### config.mk
export PLATFORM = sky130hd
export DESIGN_NAME = index_gen
export DESIGN_NICKNAME = d
export VERILOG_FILES = /design/src/rtl/index_gen.sv
export SDC_FILE = /design/constraint.sdc
export NUM_CORES = 1
export LEC_CHECK = 0
export ABC_AREA = 0
export ABC_CLOCK_PERIOD_IN_PS = 3900
export CAP_MARGIN = 20
export CORE_AREA = 2 2 82 84
export DETAILED_ROUTE_END_ITERATION = 10
export DIE_AREA = 0 0 84 86
export SKIP_CTS_REPAIR_TIMING = 1
export SLEW_MARGIN = 15
export SYNTH_ARGS = -nofsm -noshare
export SYNTH_HDL_FRONTEND = slang
export SYNTH_SLANG_ARGS = --single-unit
export TNS_END_PERCENT = 50
### constraint.sdc
create_clock -name clk -period 3.9 [get_ports clk]
set_clock_uncertainty 0.1 [all_clocks]
set_input_delay 0.39 -clock clk [delete_from_list [all_inputs] [get_ports clk]]
set_output_delay 0.39 -clock clk [all_outputs]
set_load 0.01 [all_outputs]
### src/rtl/index_gen.sv
// ---------------------------------------------------------------------------
// index_gen -- floppy spindle / index-hole emulator
//
// Emulates a spinning disk for the controller: once the motor is enabled
// with a disk present, a phase counter sweeps one revolution at a time.
// After SPINUP_REVS revolutions the spindle is reported ready and an
// active-low index pulse is produced at the start of every revolution.
//
// Parameters
//   REV_300_CYC  clock cycles per revolution at 300 rpm
//   REV_360_CYC  clock cycles per revolution at 360 rpm
//   PULSE_CYC    index pulse width in cycles
//   SPINUP_REVS  revolutions before spin_ready is asserted
//
// Ports
//   clk         system clock
//   rst         asynchronous active-high reset
//   spin_en     spindle motor enable, 1 = on
//   spin_ss     speed select, 1 = 360 rpm, 0 = 300 rpm
//   dsk_sens    disk present, 1 = present
//   ind_sens    emulated index sensor, active-low (registered)
//   spin_ready  spindle at speed (registered)
//   rev_cnt     16-bit count of revolutions completed in RUN
//               (only when INDEX_GEN_REV_COUNT_EN is defined)
//
// Configuration macro: INDEX_GEN_REV_COUNT_EN
// ---------------------------------------------------------------------------
module index_gen #(
    parameter int REV_300_CYC = 2000000,
    parameter int REV_360_CYC = 1666667,
    parameter int PULSE_CYC   = 40000,
    parameter int SPINUP_REVS = 2
) (
    input  logic        clk,
    input  logic        rst,
    input  logic        spin_en,
    input  logic        spin_ss,
    input  logic        dsk_sens,
    output logic        ind_sens,
    output logic        spin_ready
`ifdef INDEX_GEN_REV_COUNT_EN
    ,
    output logic [15:0] rev_cnt
`endif
);

    typedef enum logic [1:0] {
        IDLE   = 2'd0,
        SPINUP = 2'd1,
        RUN    = 2'd2
    } state_t;

    localparam logic [20:0] PER_300   = 21'(REV_300_CYC);
    localparam logic [20:0] PER_360   = 21'(REV_360_CYC);
    localparam logic [31:0] PULSE_LEN = 32'(PULSE_CYC);
    // Spin-up revolution count at which the wrap edge moves us into RUN.
    localparam logic [15:0] LAST_REV  = 16'(SPINUP_REVS - 1);

    state_t      state;
    logic [20:0] phase;
    logic [20:0] period;
    logic [15:0] revs;

    logic        go;
    logic        wrap;
    logic [20:0] phase_inc;
    logic [20:0] period_sel;

    assign go         = spin_en & dsk_sens;
    assign wrap       = (phase == period - 21'd1);
    assign phase_inc  = phase + 21'd1;
    // The speed select is only sampled when a revolution starts, so a
    // change mid-revolution lands on the next wrap.
    assign period_sel = spin_ss ? PER_360 : PER_300;

    // Index hole is under the sensor for the first PULSE_CYC cycles of each
    // revolution. Widened compare so PULSE_CYC >= period simply keeps the
    // pulse asserted for the whole revolution.
    function automatic logic in_pulse(input logic [20:0] p);
        return ({11'd0, p} < PULSE_LEN);
    endfunction

    // Outputs are computed from the next-cycle phase/state so they line up
    // with the registered phase without any combinational path to inputs.
    always_ff @(posedge clk or posedge rst) begin
        if (rst) begin
            state      <= IDLE;
            phase      <= 21'd0;
            period     <= PER_300;
            revs       <= 16'd0;
            ind_sens   <= 1'b1;
            spin_ready <= 1'b0;
`ifdef INDEX_GEN_REV_COUNT_EN
            rev_cnt    <= 16'd0;
`endif
        end else if (!go) begin
            // Motor off or disk pulled: abort whatever was in progress,
            // including truncating a pulse, and forget spin-up progress.
            state      <= IDLE;
            phase      <= 21'd0;
            revs       <= 16'd0;
            ind_sens   <= 1'b1;
            spin_ready <= 1'b0;
`ifdef INDEX_GEN_REV_COUNT_EN
            rev_cnt    <= 16'd0;
`endif
        end else begin
            case (state)
                IDLE: begin
                    state      <= SPINUP;
                    phase      <= 21'd0;
                    period     <= period_sel;
                    revs       <= 16'd0;
                    ind_sens   <= 1'b1;
                    spin_ready <= 1'b0;
`ifdef INDEX_GEN_REV_COUNT_EN
                    rev_cnt    <= 16'd0;
`endif
                end

                SPINUP: begin
                    if (wrap) begin
                        phase  <= 21'd0;
                        period <= period_sel;
                        if (revs == LAST_REV) begin
                            // First RUN cycle sits at phase 0, so the pulse
                            // starts right away.
                            state      <= RUN;
                            spin_ready <= 1'b1;
                            ind_sens   <= ~in_pulse(21'd0);
                        end else begin
                            revs     <= revs + 16'd1;
                            ind_sens <= 1'b1;
                        end
                    end else begin
                        phase    <= phase_inc;
                        ind_sens <= 1'b1;
                    end
                end

                RUN: begin
                    spin_ready <= 1'b1;
                    if (wrap) begin
                        phase    <= 21'd0;
                        period   <= period_sel;
                        ind_sens <= ~in_pulse(21'd0);
`ifdef INDEX_GEN_REV_COUNT_EN
                        rev_cnt  <= rev_cnt + 16'd1;
`endif
                    end else begin
                        phase    <= phase_inc;
                        ind_sens <= ~in_pulse(phase_inc);
                    end
                end

                default: begin
                    state      <= IDLE;
                    phase      <= 21'd0;
                    revs       <= 16'd0;
                    ind_sens   <= 1'b1;
                    spin_ready <= 1'b0;
                end
            endcase
        end
    end

endmodule
==> run summary, run 1 <==
Number of nets in the final layout: 306. The synthesized design contains 0 enable-type register cells. The worst register-to-register path begins at period[17]. The number of global-route vias before repair is 2035, and the cell leakage power is 1.08 nW. Subtracting the final worst setup slack from the clock period gives 2.99 ns. The layout has 614 filler cells. The die is 84 um wide. In this run the deepest clock path goes through 2 buffers. The cell accounting for the most synthesized area was sky130_fd_sc_hd__dfrtp_1. The post-layout worst setup margin was 0.912 ns; the power density of the placed cells was 291 nW/um^2. The count of buffers inserted at the top-level ports works out to 6. The worst hold path begins at spin_ready. The routed length per instance is 14.5 um, and the post-synthesis average cell area is 9.17 um^2.

Clock-pin slew was measured on the worst setup and hold paths at 0.09 ns. The DRC violation count after routing is 0. Largest net degree at the start of global routing: 44. The die area is 7220 um^2. The area of the core is 6280 um^2, and the latest clock arrival within the worst-skew pair is 0.30 ns.

The total count of max-transition violations in the final report is 0, and the number of sinks handled by clock tree synthesis is 43. The worst max-slew margin expressed relative to the limit was 39.6%; the final standard cell utilization of the core was 45.7%. The run gives 312 as the number of nets produced by synthesis. The critical path class is reg -> reg. The total negative setup slack was 0 ns.

Relative to the synthesized area, the layout overhead comes to 4.90%. The Yosys step of the flow raised 0 warnings. The largest individual stage delay along the critical path comes from the cell sky130_fd_sc_hd__nand3_1. The repair_antennas step left the layout with diodes totalling 0. STA classifies the critical path startpoint as a flip-flop. Die height: 86 um. The worst-case IR drop observed on VDD is 152 uV. Sorting the synthesized cells by area gives the leading types as sky130_fd_sc_hd__dfrtp_1 38%, sky130_fd_sc_hd__nor2_1 6.7%, sky130_fd_sc_hd__xnor2_1 6.7%, sky130_fd_sc_hd__xor2_1 4.8%, sky130_fd_sc_hd__ha_1 4.1%.

The fraction of layout cells with a size suffix above 1 was 9.22%; the H-tree depth reported by CTS was 2. The placed instances occupy a cell area of 2780 um^2. The flow ran to the end, and the final reports show no timing, DRC or antenna violations. The placer's final routability congestion estimate was 0.794. Synthesis produced 298 cells. The synthesized design devotes to its leading area cell type 37.5% of total area. The number of maximum-capacitance violations is 0.

Async set-or-reset flop fraction in the synthesized netlist: 100%. Netlist area before placement: 2730 um^2. The type of the tightest min-delay check was reg -> reg. Summing the sequential cell areas from Yosys gives 39.5% of the chip area.

For the overall routing resource usage, the log shows 16.6%. The nature of the critical path endpoint is a flip-flop. For the floorplan row count, the log shows 29. After layout, the worst path uses 76.6% of the clock period. The post-place setup slack was 0.873 ns. The critical path goes through inv_1, ha_1, or3b_2, a22oi_1, nand4_2, nand3_1, nor2_1. For this block, the routed nets add up to 5350 um of wire. Summing all multi-input logic gate instances after layout gives 1500 um^2.

Cell area after layout: 2870 um^2. The wire-length estimate of the detail-placed layout is 3760 um. Setup repair after global routing left no endpoint under its margin. The run gives 0.438 ns as the final hold slack. In this run the worst setup path begins at period[17].

Among all flip-flop cells after synthesis, the most frequent one is sky130_fd_sc_hd__dfrtp_1. The routed layout has 2026 vias. The final number of hold-violating endpoints was 0. The first global-routing pass estimated 9670 um of wire.

For the worst setup path, the data required time is 3.95 ns. The violation count after the first detailed-routing iteration was 148; the initial antenna violation count was 0. In this run, distinct cell masters in the synthesized netlist total 52. At the pin with the least slew margin, the transition time is 0.905 ns. The first TritonRoute pass finished after 4 iterations. Of all nets on the critical path, the largest fanout is 21. The largest stage delay on the critical path is 0.73 ns. Post-synthesis register bit count: 43. The sequential cell area in the final layout came out at 1080 um^2. The root buffer cell chosen for the clock tree is sky130_fd_sc_hd__clkbuf_8. For the maximum clock rate, the log shows 0.335 GHz. The initial utilization of the core area, before any placement, comes to 43.5%. Setup violations remaining at the end of the flow were counted as 0. The tools report the number of ports placed on the die boundary as 7.

On the critical path the largest part of the delay comes from simple AND/OR/NAND/NOR gates. The via density per instance came out at 5.48. TritonCTS built the clock tree. The number of buffer and inverter instances along the worst setup path was 1.

The run gives 3.04 ns as the data arrival time at the worst-slack endpoint. The post-route antenna net violation count is 0. After global routing the overflow that remains totals 0.

Number of buffers created by CTS: 5.
state kept, by name, summed over array words and instances, names as in the netlist:
signal	flops
ind_sens	1
period	2
phase	21
revs	16
spin_ready	1
state	2
cell usage in the layout (no fill, tap or decap), types with 3 or more instances in the layout:
| cell type | instances |
|---|---|
| sky130_fd_sc_hd__a31oi_1 | 3 |
| sky130_fd_sc_hd__and3_1 | 5 |
| sky130_fd_sc_hd__and4_1 | 4 |
| sky130_fd_sc_hd__clkbuf_8 | 5 |
| sky130_fd_sc_hd__clkdlybuf4s50_1 | 6 |
| sky130_fd_sc_hd__dfrtp_1 | 41 |
| sky130_fd_sc_hd__ha_1 | 9 |
| sky130_fd_sc_hd__inv_1 | 9 |
| sky130_fd_sc_hd__mux2i_1 | 6 |
| sky130_fd_sc_hd__nand2_1 | 18 |
| sky130_fd_sc_hd__nand3_1 | 21 |
| sky130_fd_sc_hd__nand3b_1 | 3 |
| sky130_fd_sc_hd__nand4_1 | 16 |
| sky130_fd_sc_hd__nor2_1 | 49 |
| sky130_fd_sc_hd__nor3_1 | 6 |
| sky130_fd_sc_hd__nor4_1 | 5 |
| sky130_fd_sc_hd__or2_2 | 3 |
| sky130_fd_sc_hd__or3_1 | 4 |
| sky130_fd_sc_hd__xnor2_1 | 21 |
| sky130_fd_sc_hd__xor2_1 | 15 |
cell type report:
| type | count | share of cell area [%] |
|---|---|---|
| Multi-Input combinational cell | 225 | 52.4 |
| Clock buffer | 6 | 2.53 |
| Inverter | 10 | 1.31 |
| Sequential cell | 43 | 37.6 |
| Tap cell | 77 | 3.36 |
| Timing Repair Buffer | 7 | 2.36 |
| Clock inverter | 2 | 0.436 |
cells by family (layout without fill, tap and decap cells):
group / count (synthesis) / after routing / synth area share, %
DFF: 43 / 43 / 39.5
adders and majority gates: 9 / 9 / 4.12
buffers and inverters: 30 / 25 / 5.59
muxes: 7 / 7 / 2.61
xor gates and xnor gates: 36 / 36 / 11.5
AOI/OAI and AO/OA: 19 / 19 / 5.54
and+or+nand+nor: 154 / 154 / 31.1
layer usage:
| layer | vias up | track usage (%) | routed length [um] |
|---|---|---|---|
| li1 | 1023 | - | - |
| met1 | 966 | 22.8 | 2680 |
| met2 | 30 | 26.8 | 2440 |
| met3 | 7 | 3.08 | 154 |
| met4 | 0 | 5.28 | 75 |
| met5 | - | 0 | 0 |
tightest hold or removal path, delay by kind of cell (launching register included):
family | cells | cell delay (ns)
DFF | 1 | 0.36
muxes | 1 | 0.07
and+or+nand+nor | 1 | 0.08
synthesized netlist by cell type (3+ instances only):
| master | count |
|---|---|
| sky130_fd_sc_hd__nor2_1 | 49 |
| sky130_fd_sc_hd__dfrtp_1 | 41 |
| sky130_fd_sc_hd__nand3_1 | 21 |
| sky130_fd_sc_hd__xnor2_1 | 21 |
| sky130_fd_sc_hd__nand2_1 | 18 |
| sky130_fd_sc_hd__nand4_1 | 16 |
| sky130_fd_sc_hd__xor2_1 | 15 |
| sky130_fd_sc_hd__inv_1 | 10 |
| sky130_fd_sc_hd__ha_1 | 9 |
| sky130_fd_sc_hd__buf_2 | 7 |
| sky130_fd_sc_hd__clkbuf_1 | 7 |
| sky130_fd_sc_hd__mux2i_1 | 6 |
| sky130_fd_sc_hd__nor3_1 | 6 |
| sky130_fd_sc_hd__and3_1 | 5 |
| sky130_fd_sc_hd__nor4_1 | 5 |
| sky130_fd_sc_hd__and4_1 | 4 |
| sky130_fd_sc_hd__or3_1 | 4 |
| sky130_fd_sc_hd__a31oi_1 | 3 |
| sky130_fd_sc_hd__buf_6 | 3 |
| sky130_fd_sc_hd__nand3b_1 | 3 |
| sky130_fd_sc_hd__or2_2 | 3 |
stage by stage:
| stage | power [mW] | std cells |
|---|---|---|
| 2_1_floorplan | 0.539 | 298 |
| 5_1_grt | 0.881 | 370 |
| 4_1_cts | 0.851 | 370 |
| 3_5_place_dp | 0.563 | 362 |
| 3_3_place_gp | 0.560 | 362 |
| 6_report | 0.835 | 370 |
path summary, 6_finish.rpt:
path	to	slack, ns	depth (start not counted)
worst max-delay path	phase[12]	0.91	7
worst min-delay path	spin_ready	0.44	2
worst max register to register	phase[12]	0.91	7
worst min register to register	spin_ready	0.44	2
max in group asynchronous	phase[14]	2.62	2
min in group asynchronous	phase[4]	0.51	2
where the power goes:
group | leakage, nW | internal [mW] | switching [mW]
sequential | 0.591 | 0.457 | 0.0116
clock | 0.0412 | 0.125 | 0.157
combinational | 0.446 | 0.0383 | 0.0458
(Power assumes the default switching activity.)
==> inputs of run 2 (changes only) <==
--- a/config.mk
+++ b/config.mk
@@ -6,7 +6,7 @@
 export NUM_CORES = 1
 export LEC_CHECK = 0
 export ABC_AREA = 0
-export ABC_CLOCK_PERIOD_IN_PS = 3900
+export ABC_CLOCK_PERIOD_IN_PS = 3110
 export CAP_MARGIN = 20
 export CORE_AREA = 2 2 82 84
 export DETAILED_ROUTE_END_ITERATION = 10
==> constraint.sdc (replaced) <==
create_clock -name clk -period 3.11 [get_ports clk]
set_clock_uncertainty 0.1 [all_clocks]
set_input_delay 0.311 -clock clk [delete_from_list [all_inputs] [get_ports clk]]
set_output_delay 0.311 -clock clk [all_outputs]
set_load 0.01 [all_outputs]
==> run summary, run 2 (synthesis gave the netlist of run 1 again) <==
Highest-count cells in the layout ignoring fill and taps: 49 x sky130_fd_sc_hd__nor2_1, 41 x sky130_fd_sc_hd__dfrtp_1, 21 x sky130_fd_sc_hd__nand3_1, 21 x sky130_fd_sc_hd__xnor2_1, 18 x sky130_fd_sc_hd__nand2_1 (unchanged). The die height is 86 um (unchanged). The tools report the via count of the routed design as 2072 (was 2026).

Layout overhead on the synthesized area: 6.27% (was 4.90%). The ratio of final minimum period to clock period was 85.3% (was 76.6%); the DRC violation count after routing was 0 (unchanged). The type of the tightest min-delay check was reg -> reg (unchanged).

Number of search-and-repair iterations in the first detailed-routing pass: 4 (unchanged). The total count of max-transition violations in the final report is 0 (unchanged). The cell internal power dissipation came out at 0.824 mW (was 0.620 mW).

The run gives 54.1% (was 56.1%) as the sequential group share of total power. For the number of sinks handled by clock tree synthesis, the log shows 43 (unchanged). Setup repair after global routing left no endpoint under its margin.

Number of instances on the worst hold path: 2 (unchanged). The cell area after layout is 2900 um^2 (was 2870 um^2), and the count of inserted antenna diode cells is 0 (unchanged). Worst-path cell chain: inv_1, ha_1, or3b_2, a22oi_1, and4_2, mux2i_1, nor2_2, mux2_2 (was inv_1, ha_1, or3b_2, a22oi_1, nand4_2, nand3_1, nor2_1). The startpoint of the lowest-slack hold path is period[17] (was spin_ready).

The logs give 9770 um (was 9670 um) for the wire length of the first global-routing pass and 37.4% (was 39.6%) for the worst max-slew margin expressed relative to the limit. For the final number of hold-violating endpoints, the log shows 0 (unchanged). The cell leakage power was 1.10 nW (was 1.08 nW). The number of buffers created by CTS came out at 5 (unchanged). The HPWL after detailed placement was 3870 um (was 3760 um).

The final standard cell utilization of the core is 46.3% (was 45.7%), and the area of the core is 6280 um^2 (unchanged). H-tree depth reported by CTS: 2 (unchanged). The total routed wirelength is 5450 um (was 5350 um), and the clock network fraction of design power is 36.2% (was 33.9%). The run gives 1.08 mW (was 0.835 mW) as the total power of the final layout. The critical path class was reg -> reg (unchanged). The buffer cell driving the clock tree root is sky130_fd_sc_hd__clkbuf_8 (unchanged). The tools report the area occupied by multi-input gates as 1500 um^2 (unchanged).

The power density of the placed cells works out to 373 nW/um^2 (was 291 nW/um^2). TritonCTS built the clock tree. For the number of global-route vias before repair, the log shows 1963 (was 2035).

The fill cell total of the finished layout came out at 605 (was 614). The run gives 2.74 ns (was 3.04 ns) as the data arrival time at the worst-slack endpoint. The die area was 7220 um^2 (unchanged); the required time at the endpoint of the critical path was 3.20 ns (was 3.95 ns).

The fraction of layout cells with a size suffix above 1 was 10.1% (was 9.22%); the overall routing resource usage was 16.7% (was 16.6%). The terminus of the critical flop-to-flop path was period[16] (was phase[12]). For the sequential cell area in the final layout, the log shows 1080 um^2 (unchanged).

Total negative setup slack: 0 ns (unchanged). The tools report the number of setup violations in the final report as 0 (unchanged). The count of buffers inserted at the top-level ports works out to 6 (unchanged). The initial antenna violation count was 0 (unchanged).

The register with the highest flop count is phase (unchanged). The actual slew at the worst max-slew pin came out at 0.938 ns (was 0.905 ns). The endpoint with the worst hold slack was period[17] (was spin_ready). The logs give 43.5% (unchanged) for the initial cell density of the core and 0.377 GHz (was 0.335 GHz) for the maximum clock rate.

The largest stage delay on the critical path was 0.58 ns (was 0.73 ns). The flow ran to the end, and the final reports show no timing, DRC or antenna violations. The highest-delay cell along the critical path was sky130_fd_sc_hd__dfstp_2 (was sky130_fd_sc_hd__nand3_1). The number of cell instances on the worst register-to-register path was 8 (was 7). The tools report the nature of the critical path endpoint as a flip-flop (unchanged). The placed standard-cell area came out at 2800 um^2 (was 2780 um^2). The flip-flop count of the largest register, all copies and words added was 21 (unchanged); the post-route antenna net violation count was 0 (unchanged).

The run gives 9.7% (was 10.1%) as the combinational share of power. The number of nets in the final layout was 309 (was 306); the power dissipated by switching net loads was 0.261 mW (was 0.215 mW). Clock-pin slew on the worst setup and hold paths: 0.08 ns (was 0.09 ns). The maximum count of clock buffers along a single path is 2 (unchanged).

The latest clock arrival within the worst-skew pair was 0.29 ns (was 0.30 ns); the switching fraction of total power was 24.0% (was 25.7%). The startpoint kind of the worst setup timing path was a flip-flop (unchanged). The routed length per instance was 14.6 um (was 14.5 um); the horizontal die dimension was 84 um (unchanged).

For the number of maximum-capacitance violations, the log shows 0 (unchanged). Registers with the highest flip-flop counts: phase x21, revs x16 (unchanged). Violation count after the first detailed-routing iteration: 169 (was 148). The leftover overflow at the end of global routing is 0 (unchanged), and the worst IR drop on VDD is 215 uV (was 152 uV). The logs give 29 (unchanged) for the floorplan row count and 44 (unchanged) for the largest net degree at the start of global routing. The via density per instance came out at 5.55 (was 5.48).

The number of ports placed on the die boundary is 7 (unchanged), and the highest net fanout along the worst path is 8 (was 21). Post-layout minimum cycle time: 2.65 ns (was 2.99 ns). The placer's final routability congestion estimate was 0.847 (was 0.794). The startpoint of the lowest-slack register-to-register path was period[17] (unchanged). The leading cell type in the layout, fill and taps excluded was sky130_fd_sc_hd__nor2_1 (unchanged). The minimum setup slack among reg-to-reg paths was 0.46 ns (was 0.91 ns).
run 2: cell count changes in the layout (fill, tap and decap cells not counted):
| cell | delta |
|---|---|
| sky130_fd_sc_hd__buf_4 | +3 |
| sky130_fd_sc_hd__clkbuf_8 | +2 |
| sky130_fd_sc_hd__clkinv_2 | -1 |
| sky130_fd_sc_hd__clkinvlp_4 | -1 |
run 2: power groups by stage:
stage	Combinational [mW]	Clock [mW]	Sequential, mW
CTS	0.107	0.410	0.586
finish	0.105	0.393	0.587
detailed placement	0.107	0	0.597
global route	0.118	0.432	0.590
floorplan	0.0820	0	0.594
global placement	0.108	0	0.597
run 2: through the flow:
| step | hold slack [ns] | cells | worst slack (ns) |
|---|---|---|---|
| global placement | 0.409 | 365 | 0.507 |
| CTS | 0.443 | 373 | 0.459 |
| detailed placement | 0.428 | 365 | 0.476 |
| finish | 0.438 | 373 | 0.459 |
| floorplan | 0.269 | 298 | 0.578 |
| global route | 0.469 | 373 | 0.227 |
run 2: worst max-delay path by stage:
stage | start | end | slack, ns | depth (start not counted)
2_1_floorplan | period[17] | period[16] | 0.58 | 9
3_3_place_gp | period[17] | period[16] | 0.51 | 8
3_5_place_dp | period[17] | period[16] | 0.48 | 8
4_1_cts | period[17] | period[16] | 0.46 | 8
5_1_grt | period[17] | revs[1] | 0.23 | 9
6_report | period[17] | period[16] | 0.46 | 8
run 2: critical path, delay by kind of cell, from the launching register on:
family	cells	cell delay, ns
buffers and inverters	1	0.07
and+or+nand+nor	3	0.92
adders and majority gates	1	0.18
AOI/OAI and AO/OA	1	0.24
muxes	2	0.45
DFF	1	0.58
run 2: area by class of cell:
type                    instances  area share (%)
clock buffers                   8            3.45
inverters                      10            1.29
multi-input cells             225            51.7
flip-flops and latches         43            37.1
well taps                      77            3.32
repair buffers                 10            3.10
run 2: routing by layer:
| metal | routed length (um) | share of wire (%) | global-route usage (%) |
|---|---|---|---|
| met5 | 0 | 0 | 0 |
| met4 | 54 | 0.99 | 4.69 |
| met3 | 213 | 3.9 | 3.08 |
| met2 | 2290 | 42 | 24.8 |
| met1 | 2890 | 53 | 25.0 |
